**config.mk**
```make
export PLATFORM = sky130hd
export DESIGN_NAME = spi_xfer_ctrl_flat
export DESIGN_NICKNAME = d
export VERILOG_FILES = /design/src/rtl/spi_ctrl_pkg.sv /design/src/rtl/spi_xfer_ctrl_if.sv /design/src/rtl/spi_clk_div.sv /design/src/rtl/spi_xfer_ctrl.sv /design/src/flat_wrapper.sv
export SDC_FILE = /design/constraint.sdc
export NUM_CORES = 1
export LEC_CHECK = 0
export CAP_MARGIN = 20
export CORE_AREA = 2 2 79 81
export DETAILED_ROUTE_END_ITERATION = 12
export DIE_AREA = 0 0 81 83
export PLACE_DENSITY = 0.78
export SLEW_MARGIN = 40
export SYNTH_ARGS = -nofsm -noshare
export SYNTH_HDL_FRONTEND = slang
export SYNTH_SLANG_ARGS = --single-unit
```
**constraint.sdc**
```tcl
create_clock -name i_clk -period 2.35 [get_ports i_clk]
set_input_delay 0.235 -clock i_clk [delete_from_list [all_inputs] [get_ports i_clk]]
set_output_delay 0.235 -clock i_clk [all_outputs]
set_load 0.005 [all_outputs]
```
**src/rtl/spi_ctrl_pkg.sv**
```systemverilog
// Shared definitions for the SPI transfer sequencer: FSM encoding, default sizes, mode constants.
// No logic; only types, constants and a width helper.
// Imported by the sequencer, its register-side interface and the testbench.
package spi_ctrl_pkg;

    localparam int DATA_W_DEF = 8;
    localparam int DIV_W_DEF  = 8;
    localparam int CS_NUM_DEF = 4;

    typedef enum logic [1:0] {
        ST_IDLE  = 2'd0,
        ST_SETUP = 2'd1,
        ST_XFER  = 2'd2,
        ST_HOLD  = 2'd3
    } state_t;

    // SPI modes encoded as {cpol, cpha}
    localparam logic [1:0] SPI_MODE0 = 2'b00;
    localparam logic [1:0] SPI_MODE1 = 2'b01;
    localparam logic [1:0] SPI_MODE2 = 2'b10;
    localparam logic [1:0] SPI_MODE3 = 2'b11;

    // Width of a chip-select index; never zero so a single-slave build still has a port
    function automatic int cs_width(input int n);
        return (n > 1) ? $clog2(n) : 1;
    endfunction

endpackage

```
**src/rtl/spi_xfer_ctrl_if.sv**
```systemverilog
// Register-file side of the SPI sequencer: configuration, TX data, start strobe and status.
// Pure wiring, zero latency. The start strobe is a single-cycle request with no ready.
// Optional SPI_LOOPBACK_EN adds the i_loopback configuration bit.
interface spi_xfer_ctrl_if #(
    parameter int DATA_W = spi_ctrl_pkg::DATA_W_DEF,
    parameter int DIV_W  = spi_ctrl_pkg::DIV_W_DEF,
    parameter int CS_NUM = spi_ctrl_pkg::CS_NUM_DEF
);
    localparam int CS_W = spi_ctrl_pkg::cs_width(CS_NUM);

    logic              i_start;
    logic              i_cpol;
    logic              i_cpha;
    logic              i_lsb_first;
    logic [DIV_W-1:0]  i_clk_div;
    logic [CS_W-1:0]   i_cs_sel;
    logic [DATA_W-1:0] i_tx_data;
`ifdef SPI_LOOPBACK_EN
    logic              i_loopback;
`endif
    logic              o_busy;
    logic              o_done;
    logic [DATA_W-1:0] o_rx_data;

`ifdef SPI_LOOPBACK_EN
    modport master (output i_start, i_cpol, i_cpha, i_lsb_first, i_clk_div, i_cs_sel, i_tx_data,
                           i_loopback,
                    input  o_busy, o_done, o_rx_data);
    modport slave  (input  i_start, i_cpol, i_cpha, i_lsb_first, i_clk_div, i_cs_sel, i_tx_data,
                           i_loopback,
                    output o_busy, o_done, o_rx_data);
`else
    modport master (output i_start, i_cpol, i_cpha, i_lsb_first, i_clk_div, i_cs_sel, i_tx_data,
                    input  o_busy, o_done, o_rx_data);
    modport slave  (input  i_start, i_cpol, i_cpha, i_lsb_first, i_clk_div, i_cs_sel, i_tx_data,
                    output o_busy, o_done, o_rx_data);
`endif

endinterface

```
**src/rtl/spi_clk_div.sv**
```systemverilog
// Half-period tick generator: loadable down-counter that pulses tick when it reaches zero.
// tick is combinational from the count; a reload value of 0 ticks every enabled cycle.
// No backpressure; load has priority over counting.
module spi_clk_div #(
    parameter int DIV_W = 8
) (
    input  logic             clk,
    input  logic             rst,
    input  logic             en,
    input  logic             load,
    input  logic [DIV_W-1:0] reload_val,
    output logic             tick
);
    logic [DIV_W-1:0] cnt;

    assign tick = en && (cnt == '0);

    // Down-count while enabled, reloading on every tick so the period is reload_val+1
    always_ff @(posedge clk or posedge rst) begin
        if (rst) begin
            cnt <= '0;
        end else if (load) begin
            cnt <= reload_val;
        end else if (en) begin
            cnt <= tick ? reload_val : cnt - 1'b1;
        end
    end

endmodule

```
**src/rtl/spi_xfer_ctrl.sv**
```systemverilog
// SPI master frame sequencer: drives SCLK/MOSI/CS from a shadowed config and captures MISO.
// o_done rises (2*DATA_W+2)*(clk_div+1) cycles after the accepting edge; all outputs registered.
// No queuing: i_start outside IDLE (including the done cycle) is dropped. Option: SPI_LOOPBACK_EN.
module spi_xfer_ctrl
    import spi_ctrl_pkg::*;
#(
    parameter int DATA_W = DATA_W_DEF,
    parameter int DIV_W  = DIV_W_DEF,
    parameter int CS_NUM = CS_NUM_DEF
) (
    input  logic              i_clk,
    input  logic              i_rst,
    spi_xfer_ctrl_if.slave    regs,
    input  logic              i_miso,
    output logic              o_sclk,
    output logic              o_mosi,
    output logic [CS_NUM-1:0] o_cs_n
);
    localparam int CS_W   = cs_width(CS_NUM);
    localparam int EDGE_W = $clog2(2 * DATA_W);
    localparam logic [EDGE_W-1:0] LAST_EDGE = EDGE_W'(2 * DATA_W - 1);

    state_t            state, state_nxt;
    logic              cpol_q, cpha_q, lsb_q;
    logic [DIV_W-1:0]  div_q;
    logic [DATA_W-1:0] tx_sr, rx_sr;
    logic [EDGE_W-1:0] edge_cnt;
    logic              tick, accept, toggle, shift_out, sample, finish, leading;
    logic              miso_src;

    // Head bit and shift of the TX shadow, honouring bit order
    function automatic logic head_bit(input logic [DATA_W-1:0] v, input logic lsb);
        return lsb ? v[0] : v[DATA_W-1];
    endfunction

    function automatic logic [DATA_W-1:0] shift_once(input logic [DATA_W-1:0] v, input logic lsb);
        return lsb ? (v >> 1) : (v << 1);
    endfunction

    // Active-low select for an index; out-of-range indexes select nobody
    function automatic logic [CS_NUM-1:0] cs_active(input logic [CS_W-1:0] sel);
        logic [CS_NUM-1:0] oh;
        oh = '0;
        for (int i = 0; i < CS_NUM; i++) begin
            if (sel == CS_W'(i)) oh[i] = 1'b1;
        end
        return ~oh;
    endfunction

`ifdef SPI_LOOPBACK_EN
    logic loop_q;
    assign miso_src = loop_q ? o_mosi : i_miso;
`else
    assign miso_src = i_miso;
`endif

    spi_clk_div #(.DIV_W(DIV_W)) u_clk_div (
        .clk        (i_clk),
        .rst        (i_rst),
        .en         (state != ST_IDLE),
        .load       (accept),
        .reload_val (accept ? regs.i_clk_div : div_q),
        .tick       (tick)
    );

    // FSM state register
    always_ff @(posedge i_clk or posedge i_rst) begin
        if (i_rst) state <= ST_IDLE;
        else       state <= state_nxt;
    end

    // Next state plus per-cycle strobes for the datapath; odd ticks (even edge_cnt) are leading edges
    always_comb begin
        state_nxt = state;
        accept    = 1'b0;
        toggle    = 1'b0;
        shift_out = 1'b0;
        sample    = 1'b0;
        finish    = 1'b0;
        leading   = (edge_cnt[0] == 1'b0);
        case (state)
            ST_IDLE: begin
                if (regs.i_start) begin
                    accept    = 1'b1;
                    state_nxt = ST_SETUP;
                end
            end
            ST_SETUP: begin
                if (tick) state_nxt = ST_XFER;
            end
            ST_XFER: begin
                if (tick) begin
                    toggle = 1'b1;
                    if (leading) begin
                        sample    = !cpha_q;
                        shift_out = cpha_q;
                    end else begin
                        sample    = cpha_q;
                        shift_out = !cpha_q && (edge_cnt != LAST_EDGE);
                    end
                    if (edge_cnt == LAST_EDGE) state_nxt = ST_HOLD;
                end
            end
            ST_HOLD: begin
                // The done cycle still belongs to the frame, so IDLE is entered one cycle later
                if (regs.o_done)  state_nxt = ST_IDLE;
                else if (tick)    finish    = 1'b1;
            end
            default: state_nxt = ST_IDLE;
        endcase
    end

    // Shadow config, shift registers, pin drivers and status
    always_ff @(posedge i_clk or posedge i_rst) begin
        if (i_rst) begin
            cpol_q         <= 1'b0;
            cpha_q         <= 1'b0;
            lsb_q          <= 1'b0;
            div_q          <= '0;
            tx_sr          <= '0;
            rx_sr          <= '0;
            edge_cnt       <= '0;
            o_sclk         <= 1'b0;
            o_mosi         <= 1'b0;
            o_cs_n         <= '1;
            regs.o_busy    <= 1'b0;
            regs.o_done    <= 1'b0;
            regs.o_rx_data <= '0;
`ifdef SPI_LOOPBACK_EN
            loop_q         <= 1'b0;
`endif
        end else begin
            regs.o_done <= 1'b0;
            if (accept) begin
                cpol_q      <= regs.i_cpol;
                cpha_q      <= regs.i_cpha;
                lsb_q       <= regs.i_lsb_first;
                div_q       <= regs.i_clk_div;
                rx_sr       <= '0;
                o_sclk      <= regs.i_cpol;
                regs.o_busy <= 1'b1;
`ifdef SPI_LOOPBACK_EN
                loop_q      <= regs.i_loopback;
                o_cs_n      <= regs.i_loopback ? '1 : cs_active(regs.i_cs_sel);
`else
                o_cs_n      <= cs_active(regs.i_cs_sel);
`endif
                // cpha=0 must present the first bit before the first leading edge
                if (!regs.i_cpha) begin
                    o_mosi <= head_bit(regs.i_tx_data, regs.i_lsb_first);
                    tx_sr  <= shift_once(regs.i_tx_data, regs.i_lsb_first);
                end else begin
                    tx_sr  <= regs.i_tx_data;
                end
            end
            if (state == ST_SETUP) edge_cnt <= '0;
            if (toggle) begin
                o_sclk   <= ~o_sclk;
                edge_cnt <= edge_cnt + 1'b1;
            end
            if (shift_out) begin
                o_mosi <= head_bit(tx_sr, lsb_q);
                tx_sr  <= shift_once(tx_sr, lsb_q);
            end
            if (sample) begin
                rx_sr <= lsb_q ? {miso_src, rx_sr[DATA_W-1:1]} : {rx_sr[DATA_W-2:0], miso_src};
            end
            if (finish) begin
                o_sclk         <= cpol_q;
                o_cs_n         <= '1;
                regs.o_rx_data <= rx_sr;
                regs.o_done    <= 1'b1;
                regs.o_busy    <= 1'b0;
            end
        end
    end

endmodule

```
**src/flat_wrapper.sv**
```systemverilog
// flat-port wrapper written by rule: the top's interface ports become plain ports
module spi_xfer_ctrl_flat import spi_ctrl_pkg::*;
#(
    parameter int DATA_W = DATA_W_DEF,
    parameter int DIV_W  = DIV_W_DEF,
    parameter int CS_NUM = CS_NUM_DEF
)
  (i_clk, i_rst, i_miso, o_sclk, o_mosi, o_cs_n, regs_i_start, regs_i_cpol, regs_i_cpha, regs_i_lsb_first, regs_i_clk_div, regs_i_cs_sel, regs_i_tx_data, regs_o_busy, regs_o_done, regs_o_rx_data);
  spi_xfer_ctrl_if #(.DATA_W(DATA_W), .DIV_W(DIV_W), .CS_NUM(CS_NUM)) regs_i ();
  input  logic i_clk;
  input  logic i_rst;
  input  logic i_miso;
  output logic o_sclk;
  output logic o_mosi;
  output logic [CS_NUM-1:0] o_cs_n;
  input wire logic [$bits(regs_i.i_start)-1:0] regs_i_start;
  input wire logic [$bits(regs_i.i_cpol)-1:0] regs_i_cpol;
  input wire logic [$bits(regs_i.i_cpha)-1:0] regs_i_cpha;
  input wire logic [$bits(regs_i.i_lsb_first)-1:0] regs_i_lsb_first;
  input wire logic [$bits(regs_i.i_clk_div)-1:0] regs_i_clk_div;
  input wire logic [$bits(regs_i.i_cs_sel)-1:0] regs_i_cs_sel;
  input wire logic [$bits(regs_i.i_tx_data)-1:0] regs_i_tx_data;
  output wire logic [$bits(regs_i.o_busy)-1:0] regs_o_busy;
  output wire logic [$bits(regs_i.o_done)-1:0] regs_o_done;
  output wire logic [$bits(regs_i.o_rx_data)-1:0] regs_o_rx_data;
  assign regs_i.i_start = regs_i_start;
  assign regs_i.i_cpol = regs_i_cpol;
  assign regs_i.i_cpha = regs_i_cpha;
  assign regs_i.i_lsb_first = regs_i_lsb_first;
  assign regs_i.i_clk_div = regs_i_clk_div;
  assign regs_i.i_cs_sel = regs_i_cs_sel;
  assign regs_i.i_tx_data = regs_i_tx_data;
  assign regs_o_busy = regs_i.o_busy;
  assign regs_o_done = regs_i.o_done;
  assign regs_o_rx_data = regs_i.o_rx_data;
  spi_xfer_ctrl #(.DATA_W(DATA_W), .DIV_W(DIV_W), .CS_NUM(CS_NUM)) u_core (.i_clk(i_clk), .i_rst(i_rst), .regs(regs_i), .i_miso(i_miso), .o_sclk(o_sclk), .o_mosi(o_mosi), .o_cs_n(o_cs_n));
endmodule
```
==> results of run 1 <==
cells in the final DEF (no fill, tap or decap), types with 2 or more instances in the layout:
cell              n
o211ai_1          4
xor2_1            2
nand4_1           2
buf_4            12
inv_1             8
a22oi_1           2
or2_2             2
a21oi_1           7
o311ai_0          2
clkbuf_8         11
nor4b_1           2
or3_1             2
ha_1              7
nor3b_1           2
clkdlybuf4s50_1  40
buf_12            2
dfrtp_1          53
nand2_1          61
nor2b_1           6
mux2i_1          53
dfstp_2           4
nand3_1           6
bufinv_16         3
nor2_1           10
o21ai_0          20
and3_1            2
a21o_1            2
mux2_2            9
nand3b_1          5
nor3_1            5
where the power goes:
group	switching (mW)	internal, mW
logic	0.824	0.770
registers	0.300	1.31
clock network	0.389	0.764
total	1.51	2.84
registers in the layout, summed over array words and instances, names as in the netlist:
register,cells
u_core.o_mosi,1
u_core.o_sclk,1
u_core.regs.o_rx_data,8
u_core.cpha_q,1
u_core.rx_sr,8
u_core.div_q,8
u_core.o_cs_n,4
u_core.tx_sr,8
u_core.state,2
u_core.edge_cnt,4
u_core.regs.o_busy,1
u_core.cpol_q,1
u_core.lsb_q,1
u_core.u_clk_div.cnt,8
u_core.regs.o_done,1
how the worst min path moves through the flow:
stage	slack (ns)	start	end
after floorplan	0.34	regs_i_clk_div[0]	u_core.div_q[0]
after global placement	0.46	u_core.div_q[1]	u_core.div_q[1]
after detailed placement	0.46	u_core.div_q[6]	u_core.div_q[6]
after CTS	0.32	i_rst	u_core.cpol_q
after global routing	0.35	i_rst	u_core.u_clk_div.cnt[2]
final	0.30	i_rst	u_core.div_q[6]
worst reg2reg max path, cell delays in order (launching register included):
cell	delay, ns
dfrtp_1	0.40
inv_1	0.10
ha_1	0.34
nor2b_1	0.30
buf_4	0.19
and3_1	0.22
buf_4	0.18
nor2b_1	0.06
o31ai_1	0.28
cells in the mapped netlist (7+ instances only):
cell / instances / area, µm²
a21oi_1: 7 / 35.03
buf_2: 7 / 35.03
clkbuf_1: 9 / 33.78
dfrtp_1: 53 / 1326
ha_1: 7 / 87.58
inv_1: 9 / 33.78
mux2_2: 9 / 101.4
mux2i_1: 53 / 530.5
nand2_1: 61 / 229.0
nor2_1: 10 / 37.54
o21ai_0: 20 / 100.1
final cells by class:
| class | instances | area (µm²) |
|---|---|---|
| timing repair buffer | 54 | 530.5 |
| inverter | 9 | 33.78 |
| fill | 454 | 1862 |
| clock buffer | 12 | 155.1 |
| clock inverter | 4 | 98.84 |
| sequential | 57 | 1431 |
| tap | 75 | 93.84 |
| multi-input combinational | 231 | 1610 |
routing by layer:
layer	global-route usage	up-vias	share of wire	wire length, µm
met5	0	-	0	0
met1	0.3059	1201	0.47	3237
met4	0.08783	0	0.013	93
li1	-	1206	-	-
met2	0.3336	63	0.47	3274
met3	0.04674	10	0.049	344
cell families after synthesis:
family                     share of synthesized area
muxes                                         0.2040
AOI/OAI and AO/OA                            0.08889
buffers and inverters                        0.03611
DFF                                           0.4540
and+or+nand+nor                               0.1837
xor gates and xnor gates                    0.005557
adders and majority gates                    0.02778
metrics by stage:
| step | setup WS, ns | power, mW | instances |
|---|---|---|---|
| floorplan | 0.3659 | 2.652 | 315 |
| global placement | 0.2202 | 3.115 | 426 |
| detailed placement | 0.1278 | 3.172 | 426 |
| CTS | 0.1211 | 4.351 | 442 |
| global route | 0.02576 | 4.628 | 442 |
| finish | 0.1788 | 4.354 | 442 |
repair_timing:
item / 4_1_cts / 5_1_grt
hold endpoints to repair: 0 / 0
endpoints found under the setup margin: 0 / 9
setup buffers: 0 / 0
resized for setup: 0 / 1
==> impl_results.md, run 1 <==
* Run status: finished, final reports clean
* Slew @ Worst Pin at 0.5661 ns
* Layout Skew at 0.009527 ns
* Synth cell types at 47
* Clock Tree Buf Depth at 2
* Crit path buf inv count at 3
* Worst Setup Path Type: reg -> reg
* Core Area at 5816 µm²
* Cts bufs inserted at 9
* Dpl cell area at 3697 µm²
* Clock Sinks at 57
* Worst Setup Start Kind: flop
* Iter 0 DRT Violations at 180
* CP endpoint kind: flop
* Reg2reg end: u_core.u_clk_div.cnt[1]
* Ys async rst share at 1.000
* CTS tree: built
* Setup TNS at 0 ns
* Initial antenna violation count at 0
* Min-Delay Path Class: in -> async
* Initial DRT Pass Iterations at 4
* CP max stage delay at 0.40 ns
* Final HPWL DP at 4.697 mm
* Vias in the first global route at 2412
* Total Wirelength at 6.950 mm
* Hold WS at 0.3027 ns
* Yosys reg bits at 57
* WP data required at 2.58 ns
* Row cnt at 28
* IO Port Bufs at 40
* Routability congestion estimate at 0.8862
* Io pins at 41
* R2R depth at 8
* CP cell instances: inv_1 > ha_1 > nor2b_1 > buf_4 > and3_1 > buf_4 > nor2b_1 > o31ai_1
* Crit. Startpoint: u_core.state[0]
* Final nets at 394
* Mapped Area at 3153 µm²
* R2R setup slack at 0.18 ns
* Top delay family on crit path: simple AND/OR/NAND/NOR gates
* Via density at 5.611
* Hold-fix buffers, CTS at 0
* Routed len/inst at 15.72 µm
* Post-layout util at 0.6799
* Die Ht at 83 µm
* Main synth FF type: dfrtp_1
* Layout area overhead at 25.40%
* Max VDD drop at 558.3 µV
* Pleak at 1.809 nW
* Largest net degree at the start of global routing at 36
* RSZ-0062 raised after global routing: false
* Worst slew margin at 0.6214
* Global-route wire length before repair at 11.52 mm
* Post-route clock period utilization at 0.9239
* Layout cells sized above 1 at 0.1390
* CP Max Fanout at 11
* Max_cap viols at 0
* Final setup viols at 0
* CTS clk-pin slew, worst paths at 0.06 ns
* N_diodes at 0
* DRC violations left at 0
* Via count at 2480
* H-tree depth at 3
* Pins Over Slew Limit at 0
* Root buffer cell: clkbuf_8
* Die area at 6723 µm²
* Fin. Hold Viols at 0
* Post-synth EDFFs at 0
* Critical R2R Launch: u_core.state[0]
* Synth warnings at 0
* Avg Inst Size Synth at 10.01 µm²
* Routed Antenna Nets at 0
* CP arrival at 2.40 ns
* Worst skew pair latency at 0.34 ns
* Die width at 81 µm
* Initial core utilization at 0.5422
* Syn Nets at 347
* PwrDens at 1101 nW/µm²
* FMAX at 460.6 MHz
* Overall routing resource usage at 0.2199
* Final worst path period need at 2.171 ns
* Final instance area at 3954 µm²
* Critical path's slowest cell: dfrtp_1
* Worst path depth at 8
* Mapped Cells at 315
* GRT overflow at 0
* Setup crit end: u_core.u_clk_div.cnt[1]
* Seq/Total Area, Yosys at 0.4540
(Power assumes the default switching activity.)
==> run 2: changes to the inputs <==
--- a/config.mk
+++ b/config.mk
@@ -6,10 +6,10 @@
 export NUM_CORES = 1
 export LEC_CHECK = 0
 export CAP_MARGIN = 20
-export CORE_AREA = 2 2 79 81
+export CORE_AREA = 2 2 92 94
+export CTS_CLUSTER_SIZE = 20
 export DETAILED_ROUTE_END_ITERATION = 12
-export DIE_AREA = 0 0 81 83
-export PLACE_DENSITY = 0.78
+export DIE_AREA = 0 0 94 96
 export SLEW_MARGIN = 40
 export SYNTH_ARGS = -nofsm -noshare
 export SYNTH_HDL_FRONTEND = slang
==> impl_results.md, run 2 (synthesized netlist as in run 1, its figures left out) <==
* Post-CTS setup buffers at 0 (unchanged)
* Die area at 9024 µm² (+34%)
* Final HPWL DP at 4.845 mm (+3.2%)
* CP cell instances: inv_1 > ha_1 > nor2b_1 > nand4_1 > or3b_1 > a21o_1
* Critical path's slowest cell: or3b_1
* Root buffer cell: clkbuf_8
* Initial DRT Pass Iterations at 4 (unchanged)
* Hold WS at 0.2607 ns (-0.04200 ns)
* Io pins at 41 (unchanged)
* Final WS setup at 0.2783 ns (+0.09950 ns)
* PwrDens at 1082 nW/µm² (-1.7%)
* Final setup viols at 0 (unchanged)
* Post-layout util at 0.4908 (-0.1891)
* FMAX at 482.7 MHz (+4.8%)
* Core Area at 8051 µm² (+38%)
* IO Port Bufs at 40 (unchanged)
* Via count at 2422 (-2.3%)
* Routed Antenna Nets at 0 (unchanged)
* CP endpoint kind: flop
* Die Ht at 96 µm (+16%)
* Die width at 94 µm (+16%)
* Initial core utilization at 0.3916 (-0.1506)
* Commonest cells after routing, fill and taps aside: nand2_1, mux2i_1, dfrtp_1
* H-tree depth at 3 (unchanged)
* Layout cells sized above 1 at 0.1315 (-0.007458)
* Cts bufs inserted at 9 (unchanged)
* Total Wirelength at 6.931 mm (-0.27%)
* Top delay family on crit path: simple AND/OR/NAND/NOR gates
* Placed insts at 454 (+6.6%)
* Hold-fix buffers, CTS at 0 (unchanged)
* Placement Setup Slack at 0.3074 ns (+0.1795 ns)
* Min-Delay Path Class: in -> async
* Overall routing resource usage at 0.1673 (-0.05254)
* Final worst path period need at 2.072 ns (-0.09950 ns)
* Non-filler cells in the finished layout at 470 (+6.3%)
* WP data required at 2.58 ns (about the same)
* Global-route wire length before repair at 11.56 mm (+0.30%)
* CP arrival at 2.30 ns (-0.10 ns)
* Clock Tree Buf Depth at 2 (unchanged)
* Leading cell type in the layout, fill and taps excluded: nand2_1
* Routability congestion estimate at 0.8291 (-6.4%)
* Layout area overhead at 25.32% (about the same)
* Final instance area at 3951 µm² (about the same)
* Slew @ Worst Pin at 0.5708 ns (+0.004740 ns)
* DRC violations left at 0 (unchanged)
* Layout Skew at 0.007828 ns (-0.001699 ns)
* Max_cap viols at 0 (unchanged)
* Dpl cell area at 3707 µm² (+0.27%)
* Pins Over Slew Limit at 0 (unchanged)
* Via density at 5.153 (-8.2%)
* Post-route clock period utilization at 0.8816 (-0.04234)
* Row cnt at 33 (+18%)
* R2R depth at 6 (-2)
* CTS tree: built
* Clock Sinks at 57 (unchanged)
* Pleak at 1.790 nW (-1.1%)
* Worst path depth at 6 (-2)
* RSZ-0062 raised after global routing: false
* Vias in the first global route at 2372 (-1.7%)
* CP Max Fanout at 9 (-2)
* GRT overflow at 0 (unchanged)
* CTS clk-pin slew, worst paths at 0.07 ns (about the same)
* N_diodes at 0 (unchanged)
* Run status: finished, final reports clean
* Crit path buf inv count at 1 (-2)
* Routed len/inst at 14.75 µm (-6.2%)
* Final nets at 392 (-0.51%)
* Fin. Hold Viols at 0 (unchanged)
* CP max stage delay at 0.62 ns (+0.22 ns)
* Worst Setup Path Type: reg -> reg
* Setup TNS at 0 ns (unchanged)
* Worst skew pair latency at 0.34 ns (about the same)
* Worst slew margin at 0.6183 (-0.003170)
* Largest net degree at the start of global routing at 58 (+61%)
* Post-CTS Resized at 0 (unchanged)
* Worst Setup Start Kind: flop
* Initial antenna violation count at 0 (unchanged)
* Max VDD drop at 388.3 µV (-30%)
* Iter 0 DRT Violations at 141 (-22%)
* Overall Power at 4.277 mW (-1.8%)
## run 2: final timing paths
check	startpoint	to	slack [ns]
min reg2reg	u_core.div_q[5]	u_core.div_q[5]	0.48
min	i_rst	u_core.tx_sr[2]	0.26
max reg2reg	u_core.state[0]	u_core.tx_sr[7]	0.28
max	u_core.state[0]	u_core.tx_sr[7]	0.28
max in group asynchronous	i_rst	u_core.o_cs_n[2]	1.79
min in group i_clk	regs_i_clk_div[3]	u_core.div_q[3]	0.44
## run 2: final cells by class
type                    instances  area (µm²)
clock buffers                  11       141.4
fillers                       781        4100
flip-flops and latches         57        1431
multi-input cells             231        1608
repair buffers                 52       503.0
well taps                     105       131.4
inverters                       9       33.78
clock inverters                 5       102.6
## run 2: where the power goes
| part | switching [mW] | internal, mW |
|---|---|---|
| Clock | 0.400 | 0.732 |
| Combinational | 0.773 | 0.746 |
| Sequential | 0.320 | 1.31 |
| Total | 1.49 | 2.78 |
## run 2: layer usage
layer,wire (µm),track usage,share of wire
met5,0,0,0
met1,3487,0.2317,0.50
met4,120,0.06884,0.017
met3,254,0.04150,0.037
met2,3069,0.2512,0.44
## run 2: worst min-delay path, cell delays in order
cell	delay [ns]
clkdlybuf4s50_1	0.41
inv_2	0.07
buf_12	0.27
==> run 3: changes to the inputs <==
--- a/config.mk
+++ b/config.mk
@@ -10,6 +10,7 @@
 export CTS_CLUSTER_SIZE = 20
 export DETAILED_ROUTE_END_ITERATION = 12
 export DIE_AREA = 0 0 94 96
+export DONT_BUFFER_PORTS = 1
 export SLEW_MARGIN = 40
 export SYNTH_ARGS = -nofsm -noshare
 export SYNTH_HDL_FRONTEND = slang
==> impl_results.md, run 3 (synthesized netlist as in run 1, its figures left out) <==
* Layout cells sized above 1 at 0.1480 (+0.01653)
* Post-route clock period utilization at 0.9128 (+0.03123)
* Dpl cell area at 3307 µm² (-11%)
* Max VDD drop at 397.5 µV (+2.4%)
* Slew @ Worst Pin at 0.4732 ns (-0.09765 ns)
* Via count at 2297 (-5.2%)
* Cts bufs inserted at 9 (unchanged)
* Initial DRT Pass Iterations at 4 (unchanged)
* Final HPWL DP at 4.855 mm (+0.20%)
* Non-filler cells in the finished layout at 436 (-7.2%)
* RSZ-0062 raised after global routing: false
* Reg2reg end: u_core.state[1]
* Max_cap viols at 0 (unchanged)
* Commonest cells after routing, fill and taps aside: nand2_1, mux2i_1, dfrtp_1
* Worst slew margin at 0.6845 (+0.06629)
* Routability congestion estimate at 0.8623 (+4.0%)
* # fillers at 778 (-0.38%)
* Largest net degree at the start of global routing at 22 (-62%)
* CTS tree: built
* Vias in the first global route at 2304 (-2.9%)
* Global-route wire length before repair at 11.60 mm (+0.35%)
* Hold-critical path depth at 2
* CP arrival at 2.36 ns (+0.06 ns)
* Die width at 94 µm (unchanged)
* Row cnt at 33 (unchanged)
* Setup TNS at 0 ns (unchanged)
* Die area at 9024 µm² (unchanged)
* Iter 0 DRT Violations at 146 (+3.5%)
* Min-Delay Path Class: in -> reg
* Initial antenna violation count at 0 (unchanged)
* Overall Power at 3.902 mW (-8.8%)
* CTS clk-pin slew, worst paths at 0.07 ns (about the same)
* Worst skew pair latency at 0.34 ns (about the same)
* IO Port Bufs at 0 (-100%)
* Root buffer cell: clkbuf_8
* Overall routing resource usage at 0.1664 (-0.0009781)
* Crit. Startpoint: u_core.state[0]
* Run status: finished, final reports clean
* Initial core utilization at 0.3916 (unchanged)
* R2R depth at 7 (+1)
* Worst Setup Path Type: reg -> reg
* Clock Sinks at 57 (unchanged)
* Io pins at 41 (unchanged)
* Hold WS at 0.01601 ns (-0.2447 ns)
* Post-CTS setup buffers at 0 (unchanged)
* N_diodes at 0 (unchanged)
* Final setup viols at 0 (unchanged)
* Core Area at 8051 µm² (unchanged)
* DRC violations left at 0 (unchanged)
* Crit path buf inv count at 2 (+1)
* Layout Skew at 0.007549 ns (-0.0002786 ns)
* Leading cell type in the layout, fill and taps excluded: nand2_1
* PwrDens at 1095 nW/µm² (+1.2%)
* Final instance area at 3562 µm² (-9.8%)
* Critical path's slowest cell: dfrtp_1
* Final worst path period need at 2.145 ns (+0.07340 ns)
* Placed insts at 414 (-8.8%)
* CP Max Fanout at 14 (+5)
* Critical R2R Launch: u_core.state[0]
* Pins Over Slew Limit at 0 (unchanged)
* Via density at 5.268 (+2.2%)
* H-tree depth at 3 (unchanged)
* Routed len/inst at 15.66 µm (+6.2%)
* WP data required at 2.56 ns (-0.02 ns)
* GRT overflow at 0 (unchanged)
* CP cell instances: inv_1 > ha_1 > buf_4 > nand2b_1 > o41ai_2 > a22oi_1 > mux2_1
* CP endpoint kind: flop
* Layout area overhead at 12.98%
* Final nets at 358 (-8.7%)
* Pleak at 1.645 nW (-8.1%)
* Top delay family on crit path: compound AO/OA/AOI/OAI gates
* HP Start: regs_i_cpha
* Worst Setup Start Kind: flop
* Routed Antenna Nets at 0 (unchanged)
* Clock Tree Buf Depth at 2 (unchanged)
* WHS Endpoint: u_core.cpha_q
* CP max stage delay at 0.39 ns (-0.23 ns)
* R2R setup slack at 0.20 ns (-0.07 ns)
* Total Wirelength at 6.829 mm (-1.5%)
* Fin. Hold Viols at 0 (unchanged)
* FMAX at 466.2 MHz (-3.4%)
* Die Ht at 96 µm (unchanged)
==> run 3: layer usage <==
layer	share of wire	global-route usage	vias to the layer above	routed length [µm]
met3	0.060	0.04542	9	409
met4	0.018	0.07488	0	123
met2	0.44	0.2458	55	3037
met1	0.48	0.2284	1101	3258
met5	0	0	-	0
li1	-	-	1132	-
==> run 3: worst reg2reg max path, delay by kind of cell, from the launching register on <==
family	cells	cell delay, ns
AO/OA/AOI/OAI	2	0.52
adder cells (fa/ha/maj)	1	0.26
buffers and inverters	2	0.30
flip-flops	1	0.39
multiplexers	1	0.32
AND/OR/NAND/NOR	1	0.24
==> run 3: area by class of cell <==
cell class                 instances  area, µm²  area share
multi-input combinational        231       1608      0.4514
clock buffer                      10      137.6     0.03864
tap                              105      131.4     0.03688
inverter                           9      33.78    0.009484
clock inverter                     6      57.56     0.01616
sequential                        57       1431      0.4018
timing repair buffer              18      162.7     0.04566
==> run 3: per-stage QoR <==
step                worst slack [ns]    util
floorplan                     0.3659       -
detailed placement            0.2115  0.4107
CTS                           0.2005  0.4424
finish                        0.2049  0.4424
global route                 0.04737  0.4424
global placement              0.2707  0.4107
==> run 3: how the worst max path moves through the flow <==
stage	end	slack [ns]	cells past startpoint
6_report	u_core.state[1]	0.20	7
5_1_grt	u_core.state[1]	0.05	7
4_1_cts	u_core.state[1]	0.20	7
3_5_place_dp	u_core.state[1]	0.21	7
3_3_place_gp	u_core.state[1]	0.27	7
2_1_floorplan	u_core.rx_sr[0]	0.37	8
==> run 3: power by group <==
part / leakage, nW / switching [mW] / internal, mW
sequential: 0.719 / 0.294 / 1.31
clock: 0.102 / 0.399 / 0.510
combinational: 0.824 / 0.756 / 0.634
==> run 3: timing repair <==
action                                 in CTS  in global routing
gates resized for setup                     0                  0
endpoints found under the hold margin      23                  0
hold buffers                                6                  0
